### src/rtl/pc_exc_unit_pkg.sv
// ============================================================================
// Module      : pc_exc_unit_pkg
// Description : Shared FSM state encoding, exception cause codes and vector
//               base default for the PC / exception unit.
// Revision    : 1.0 - initial release
// ============================================================================
`default_nettype none

package pc_exc_unit_pkg;

    typedef enum logic [1:0] {
        S_IDLE  = 2'd0,
        S_SAVE  = 2'd1,
        S_FETCH = 2'd2,
        S_LOAD  = 2'd3
    } state_t;

    typedef enum logic [1:0] {
        CAUSE_NONE   = 2'b00,
        CAUSE_BAD_OP = 2'b01,
        CAUSE_OVF    = 2'b10,
        CAUSE_DIV0   = 2'b11
    } cause_t;

    localparam logic [31:0] c_vec_base_default = 32'd253;
    localparam logic [31:0] c_pc_step          = 32'd4;

    // Cause codes start at 1, so the first vector sits at the base itself.
    function automatic logic [31:0] vec_addr_of(input logic [31:0] base,
                                                input cause_t      cause);
        return base + {30'b0, cause} - 32'd1;
    endfunction

endpackage

`default_nettype wire

### src/rtl/pc_exc_fsm.sv
// ============================================================================
// Module      : pc_exc_fsm
// Description : IDLE/SAVE/FETCH/LOAD sequencer producing PC/EPC load strobes
//               and the vector read. Branch strobes exist only when
//               PC_EXC_BRANCH_STATS_EN is defined.
// Revision    : 1.0 - initial release
// ============================================================================
`default_nettype none

module pc_exc_fsm
    import pc_exc_unit_pkg::*;
#(
    parameter logic [31:0] VEC_BASE = c_vec_base_default
) (
    input  logic        clk,
    input  logic        reset,
    input  logic        pc_write,
    input  logic        pc_write_cond,
    input  logic        cond_true,
    input  logic        exc_req,
    input  logic [1:0]  exc_cause,
    output logic        ld_next,
    output logic        save_epc,
    output logic        ld_vec,
    output logic        busy,
    output logic        vec_rd,
    output logic [31:0] vec_addr
`ifdef PC_EXC_BRANCH_STATS_EN
    ,
    output logic        br_taken,
    output logic        br_not_taken
`endif
);

    state_t r_state;
    state_t w_state_next;
    cause_t r_cause;
    cause_t w_cause_next;
    logic   w_br_taken;
    logic   w_br_not_taken;

    always_ff @(posedge clk) begin
        if (reset) begin
            r_state <= S_IDLE;
            r_cause <= CAUSE_NONE;
        end else begin
            r_state <= w_state_next;
            r_cause <= w_cause_next;
        end
    end

    always_comb begin
        w_state_next   = r_state;
        w_cause_next   = r_cause;
        ld_next        = 1'b0;
        save_epc       = 1'b0;
        ld_vec         = 1'b0;
        busy           = 1'b0;
        vec_rd         = 1'b0;
        vec_addr       = 32'd0;
        w_br_taken     = 1'b0;
        w_br_not_taken = 1'b0;
        case (r_state)
            S_IDLE: begin
                // Priority: exception, then unconditional load, then branch.
                if (exc_req && (exc_cause != 2'b00)) begin
                    w_state_next = S_SAVE;
                    w_cause_next = cause_t'(exc_cause);
                end else if (pc_write) begin
                    ld_next = 1'b1;
                end else if (pc_write_cond) begin
                    if (cond_true) begin
                        ld_next    = 1'b1;
                        w_br_taken = 1'b1;
                    end else begin
                        w_br_not_taken = 1'b1;
                    end
                end
            end
            S_SAVE: begin
                busy         = 1'b1;
                save_epc     = 1'b1;
                w_state_next = S_FETCH;
            end
            S_FETCH: begin
                busy         = 1'b1;
                vec_rd       = 1'b1;
                vec_addr     = vec_addr_of(VEC_BASE, r_cause);
                w_state_next = S_LOAD;
            end
            S_LOAD: begin
                busy         = 1'b1;
                ld_vec       = 1'b1;
                w_state_next = S_IDLE;
            end
            default: begin
                w_state_next = S_IDLE;
            end
        endcase
    end

`ifdef PC_EXC_BRANCH_STATS_EN
    assign br_taken     = w_br_taken;
    assign br_not_taken = w_br_not_taken;
`else
    logic w_br_unused;
    assign w_br_unused = w_br_taken ^ w_br_not_taken;
`endif

endmodule

`default_nettype wire

### src/rtl/pc_exc_unit.sv
// ============================================================================
// Module      : pc_exc_unit
// Description : Program counter with branch loads and a three-cycle exception
//               vector sequence. Define PC_EXC_BRANCH_STATS_EN for counters.
// Revision    : 1.0 - initial release
// ============================================================================
`default_nettype none

module pc_exc_unit
    import pc_exc_unit_pkg::*;
#(
    parameter logic [31:0] RESET_PC = 32'h0000_0000,
    parameter logic [31:0] VEC_BASE = c_vec_base_default
) (
    input  logic        clk,
    input  logic        reset,
    input  logic        pc_write,
    input  logic        pc_write_cond,
    input  logic        cond_true,
    input  logic [31:0] next_pc,
    input  logic        exc_req,
    input  logic [1:0]  exc_cause,
    input  logic [7:0]  mem_rdata,
    output logic [31:0] pc,
    output logic [31:0] epc,
    output logic [31:0] vec_addr,
    output logic        vec_rd,
    output logic        busy
`ifdef PC_EXC_BRANCH_STATS_EN
    ,
    output logic [31:0] taken_count,
    output logic [31:0] not_taken_count
`endif
);

    logic        w_ld_next;
    logic        w_save_epc;
    logic        w_ld_vec;
    logic [31:0] r_pc;
    logic [31:0] r_epc;

`ifdef PC_EXC_BRANCH_STATS_EN
    logic        w_br_taken;
    logic        w_br_not_taken;
    logic [31:0] r_taken_count;
    logic [31:0] r_not_taken_count;
`endif

    pc_exc_fsm #(
        .VEC_BASE (VEC_BASE)
    ) u_fsm (
        .clk           (clk),
        .reset         (reset),
        .pc_write      (pc_write),
        .pc_write_cond (pc_write_cond),
        .cond_true     (cond_true),
        .exc_req       (exc_req),
        .exc_cause     (exc_cause),
        .ld_next       (w_ld_next),
        .save_epc      (w_save_epc),
        .ld_vec        (w_ld_vec),
        .busy          (busy),
        .vec_rd        (vec_rd),
        .vec_addr      (vec_addr)
`ifdef PC_EXC_BRANCH_STATS_EN
        ,
        .br_taken      (w_br_taken),
        .br_not_taken  (w_br_not_taken)
`endif
    );

    // pc has already advanced past the faulting instruction when SAVE runs.
    always_ff @(posedge clk) begin
        if (reset) begin
            r_pc  <= RESET_PC;
            r_epc <= 32'd0;
        end else begin
            if (w_ld_next) begin
                r_pc <= next_pc;
            end else if (w_ld_vec) begin
                r_pc <= {24'b0, mem_rdata};
            end
            if (w_save_epc) begin
                r_epc <= r_pc - c_pc_step;
            end
        end
    end

    assign pc  = r_pc;
    assign epc = r_epc;

`ifdef PC_EXC_BRANCH_STATS_EN
    always_ff @(posedge clk) begin
        if (reset) begin
            r_taken_count     <= 32'd0;
            r_not_taken_count <= 32'd0;
        end else begin
            if (w_br_taken) begin
                r_taken_count <= r_taken_count + 32'd1;
            end
            if (w_br_not_taken) begin
                r_not_taken_count <= r_not_taken_count + 32'd1;
            end
        end
    end

    assign taken_count     = r_taken_count;
    assign not_taken_count = r_not_taken_count;
`endif

endmodule

`default_nettype wire

### config.mk
export PLATFORM = sky130hd
export DESIGN_NAME = pc_exc_unit
export DESIGN_NICKNAME = d
export VERILOG_FILES = /design/src/rtl/pc_exc_unit_pkg.sv /design/src/rtl/pc_exc_fsm.sv /design/src/rtl/pc_exc_unit.sv
export SDC_FILE = /design/constraint.sdc
export NUM_CORES = 1
export LEC_CHECK = 0
export BUFFER_PORTS_ARGS = -buffer_cell sky130_fd_sc_hd__buf_2
export CELL_PAD_IN_SITES_DETAIL_PLACEMENT = 2
export CELL_PAD_IN_SITES_GLOBAL_PLACEMENT = 2
export CORE_MARGIN = 1.5
export CORE_UTILIZATION = 28
export DETAILED_ROUTE_END_ITERATION = 16
export GPL_TIMING_DRIVEN = 0
export PLACE_DENSITY = 0.8
export SYNTH_ARGS = -nofsm -noshare
export SYNTH_HDL_FRONTEND = slang
export SYNTH_SLANG_ARGS = --single-unit
### constraint.sdc
create_clock -name clk -period 4 [get_ports clk]
set_clock_uncertainty 0.15 [all_clocks]
set_input_delay 0.6 -clock clk [delete_from_list [all_inputs] [get_ports clk]]
set_output_delay 0.6 -clock clk [all_outputs]
set_load 0.005 [all_outputs]
# Word level (Yosys, flattened, before mapping)
# Index checks and enable logic that the tools add are counted.
[totals]
output_inout_bits = 98
inputBits = 48
elab_cells = 31
reg_bits = 68
[op_classes]
n_eq_ne = 4
n_reduce_logical = 6
mux = 14
add_sub_neg = 3
[op_table]
columns = ["op", "n"]
rows = [
  ["$mux W32", 3],
  ["$sub A32 B1 Y32 const B", 1],
  ["$sub A32 B3 Y32 const B", 1],
  ["$add A8 B2 Y9 const A", 1],
  ["$mux W1", 9],
  ["$pmux W2 S4", 1],
  ["$eq A2 B2 Y1 const B", 2],
  ["$reduce_bool A2 Y1", 2],
  ["$reduce_or A3 Y1", 1],
  ["$eq A2 B1 Y1 const B", 1],
  ["$logic_not A2 Y1", 1],
  ["$mux W2", 1],
  ["$ne A2 B1 Y1 const B", 1],
  ["$reduce_and A2 Y1", 1],
  ["$logic_and A1 B1 Y1", 1],
]

# Depth between registers and ports, before layout
[depth]
depth_word = 6
depth_mapped = 8
ltp_nobuf = 6

# By module
# A second synthesis with hierarchy kept.
[hier_totals]
cells_unflattened = 430
hier_area_um2 = 3534.6
[by_module_without_submodules]
columns = ["mod", "seq_area_each_um2", "n_inst", "cells_per_inst", "area_each_um2"]
rows = [
  ["pc_exc_unit", 1281.2, 1, 369, 3041.7],
  ["pc_exc_fsm", 80.1, 1, 61, 493.0],
]

# Least setup slack after synthesis
# Ideal clock, no wire load.
[synth_timing]
path_kind = "register to register"
startpoint = "register r_pc[2], in the netlist pc[2]"
endpoint = "register r_epc[16], in the netlist epc[16]"
arrival_time_ns = 2.273
path_stages_with_launch = 8
setup_ns = 0.091
path_slack_ns = 1.486
period_less_slack_ns = 2.514
cell_sequence = "dfxtp_1 > inv_1 > ha_1 > or4b_1 > or4_1 > clkbuf_1 > or4_1 > a311oi_1"
[synth_via]
elab_chain_cells = 1
[synth_rtl]
columns = ["item", "line_no", "text"]
rows = [
  ["start: declaration", "pc_exc_unit.sv:39", "logic [31:0] r_pc;"],
  ["start signal: assignment", "pc_exc_unit.sv:79", "r_pc <= next_pc;"],
  ["start signal: assignment", "pc_exc_unit.sv:81", "r_pc <= {24'b0, mem_rdata};"],
  ["$sub A32 B3 Y32", "pc_exc_unit.sv:84", "r_epc <= r_pc - c_pc_step;"],
  ["end signal: assignment", "pc_exc_unit.sv:84", ""],
  ["end: declaration", "pc_exc_unit.sv:40", "logic [31:0] r_epc;"],
]
# No other way between the ends.
# A chain may end at the register's enable or synchronous reset.

# Final worst setup path
[layout_timing]
startpoint = "register r_pc[14], in the netlist pc[14]"
endpoint = "register r_epc[23], in the netlist epc[23]"
# Same word-level chain as after synthesis.

==> results.md <==
* Met1 wire length at 5715 um
* Clock transition at path regs at 60 ps
* Per-cell routed wire length at around 18 um
* Largest net degree at the start of global routing at 12
* TritonCTS buffer count at 9
* Worst rel slew slack at 0.5037
* Clock root cell: clkbuf_16
* Worst Tran Pin Value at between 700 and 800 ps
* Final hold vios at 0
* Setup tns final at 0 ps
* Critical path launch point type: flip-flop
* Crit share post-route at 0.7502
* Clk_lat worst skew at ~340 ps
* DR WL met3 at about 460 um
* Post-route setup slack at ~1000 ps
* CP bufs+invs at 2
* FP Rows at 40
* Final WL at 13010 um
* Crit-path most repeated cell: clkbuf_1
* Place WS at ~1100 ps
* Hold-fix buffers, CTS at 0
* First-pass GRT wire length at 20510 um
* Final HPWL DP at 9614 um
* Total Routing Usage GR at 0.2057
* Diodes inserted at 0
* Top post-synthesis cells by count: 68 x dfxtp_1, 45 x nor2_1, 32 x clkbuf_1
* Crit Path Max Fanout at 10
* Critical path, cell by cell: clkbuf_1, nor4_1, nand4_1, clkbuf_1, or3_1, a311oi_1
* Via count at 3614
* Area grow syn2layout at 34.87%
* RSZ-0062 raised after global routing: no
* Cts repair resizes at 0
* Initial antenna violation count at 0
* Clk sinks at 68
* Seq/Total Area, Yosys at 0.3981
* Max Transition Viols Final at 0
* Setup violators final at 0
* Worst hold path class: flip-flop to flip-flop
* Netlist cell types at 34
* Largest delay contributor family on the critical path: simple AND/OR/NAND/NOR gates
* Synth warn at 0
* Final Instance Count excl. Fillers at slightly above 700
* CP required at 4100 ps
* Post-CTS setup repair buffer count at 0
* Setup crit end kind: flip-flop
* CTS max path bufs at 2
* Die Y at between 100 and 150 um
* H-tree Lvls at 3
* Post-route DRC violation count at 0
* CTS tree: yes
* Post-synthesis cell count at between 400 and 500
* Max Freq at 333.2 MHz
* Max-cap viol count at 0
* Gp weighted congestion at 0.7518
* Synth area leaders: dfxtp_1 40%, buf_4 6.1%, a311oi_1 5.9%, nand3b_1 5.5%, nor2_1 4.9%
* Post-Place Cells at between 600 and 700
* Slowest CP cell: nor4_1
* Layout cell share with drive strength beyond 1 at 0.3102
* Global route overflow at 0
* Mapped Area at 0.003420 mm2
* 1st-pass router iterations at 4
* Arrival time of the worst setup path at 3100 ps
* Vias per cell at 5.105
* Register bit total from synthesis at 68
* Critical path type: flip-flop to flip-flop
* Die W at between 100 and 150 um
* Synth Flop Type: dfxtp_1
* Vias in the first global route at 3796
* Most frequent cell after synthesis: dfxtp_1
* Max layer used: met4
* PD cells at 758.2 mW/mm2
* I/O pin cnt at 146
* Leading area contributor after synthesis: dfxtp_1
* Met2 Routed Length at around 6600 um
* Die ar. at between 0.01 and 0.015 mm2
* Final ANT Viol Nets at 0
* Clock period minus worst slack at between 3000 and 4000 ps
* Nets at 611
* Async SR Flop Fraction at 0
* Top cell type's share of synthesized area at 0.3981
* Post-synth EDFFs at 0
* Core footprint at about 0.012 mm2
* Initial Util at 0.2859
* Leakage at between 2 and 2.5 nW
* Status: finished, final reports clean
* Syn avg cell area at between 8 and 9 um2
* Iter 0 DRT Violations at 151
* Peak VDD IR at 0.0002165 V
* Port buffer count at between 100 and 150
* Max incr delay on CP at ~710 ps
cells by family after synthesis:
logic type               after synthesis  share of synthesized area
AO/OA/AOI/OAI                         88                     0.1771
XOR/XNOR                               6                    0.01537
adder cells (fa/ha/maj)                7                    0.02561
buffers and inverters                 67                     0.1065
flip-flops                            68                     0.3981
multiplexers                          11                    0.03220
other                                  1                   0.001097
AND/OR/NAND/NOR                      154                     0.2441
per-layer routing:
metal	up-vias	track usage
met3	16	0.02869
met5	-	0
li1	1717	-
met1	1788	0.2481
met2	93	0.3651
met4	0	0.08917
per-stage QoR:
stage | utilization | cell area, um2 | total power, mW | hold WS (ps)
finish | 0.3856 | 4612 | 3.497 | 339.1
global route | 0.3856 | 4612 | 3.749 | 355.3
CTS | 0.3856 | 4612 | 3.527 | 344.2
detailed placement | 0.3589 | 4293 | 2.631 | 335.7
global placement | 0.3589 | 4293 | 2.548 | 320.6
floorplan | - | 3498 | 1.985 | 306.7
power breakdown:
group | internal (mW) | leakage [nW] | switching, mW | total [mW]
registers | 0.895 | 0.558 | 0.195 | 1.09
logic | 0.624 | 1.34 | 0.912 | 1.54
clock network | 0.562 | 0.153 | 0.308 | 0.871
total | 2.08 | 2.05 | 1.42 | 3.50
worst paths after layout:
kind              cells after the start  slack, ps  startpoint  endpoint
hold / removal                        2        340     epc[17]   epc[17]
setup / recovery                      6       1000      pc[14]   epc[23]
setup reg to reg                      6       1000      pc[14]   epc[23]
hold reg to reg                       2        340     epc[17]   epc[17]
layout make-up:
class | count | area (um2)
buffer | 62 | 345.3
clock buffer | 12 | 246.5
clock inverter | 4 | 72.57
fill | 1420 | 7350
inverter | 5 | 18.77
multi-input combinational | 288 | 1773
sequential | 68 | 1361
tap | 147 | 183.9
timing repair buffer | 122 | 610.6
registers in the layout, indices dropped and copies added (netlist names):
name           cells
epc               32
pc                32
u_fsm.r_cause      2
u_fsm.r_state      2
placed cells by master, fill, tap and decap left out, drive strengths merged, types with 2 or more instances in the layout:
cell,n
a211oi,14
or2,7
inv,5
mux2i,11
a311oi,23
nor2,45
xor2,3
nand3,4
dfxtp,68
ha,7
or3,11
nor3,2
and2,2
o21ai,7
clkbuf,44
bufinv,2
nand3b,25
or4,19
buf,152
nor4,3
nand2,31
conb,22
o31ai,15
a21oi,27
xnor2,3
worst min-delay path: cells and delay by family, from the launching register on:
kind / cells / cell delay [ps]
AOI/OAI and AO/OA: 1 / 50
DFF: 1 / 310
and+or+nand+nor: 1 / 80
(Power assumes the default switching activity.)
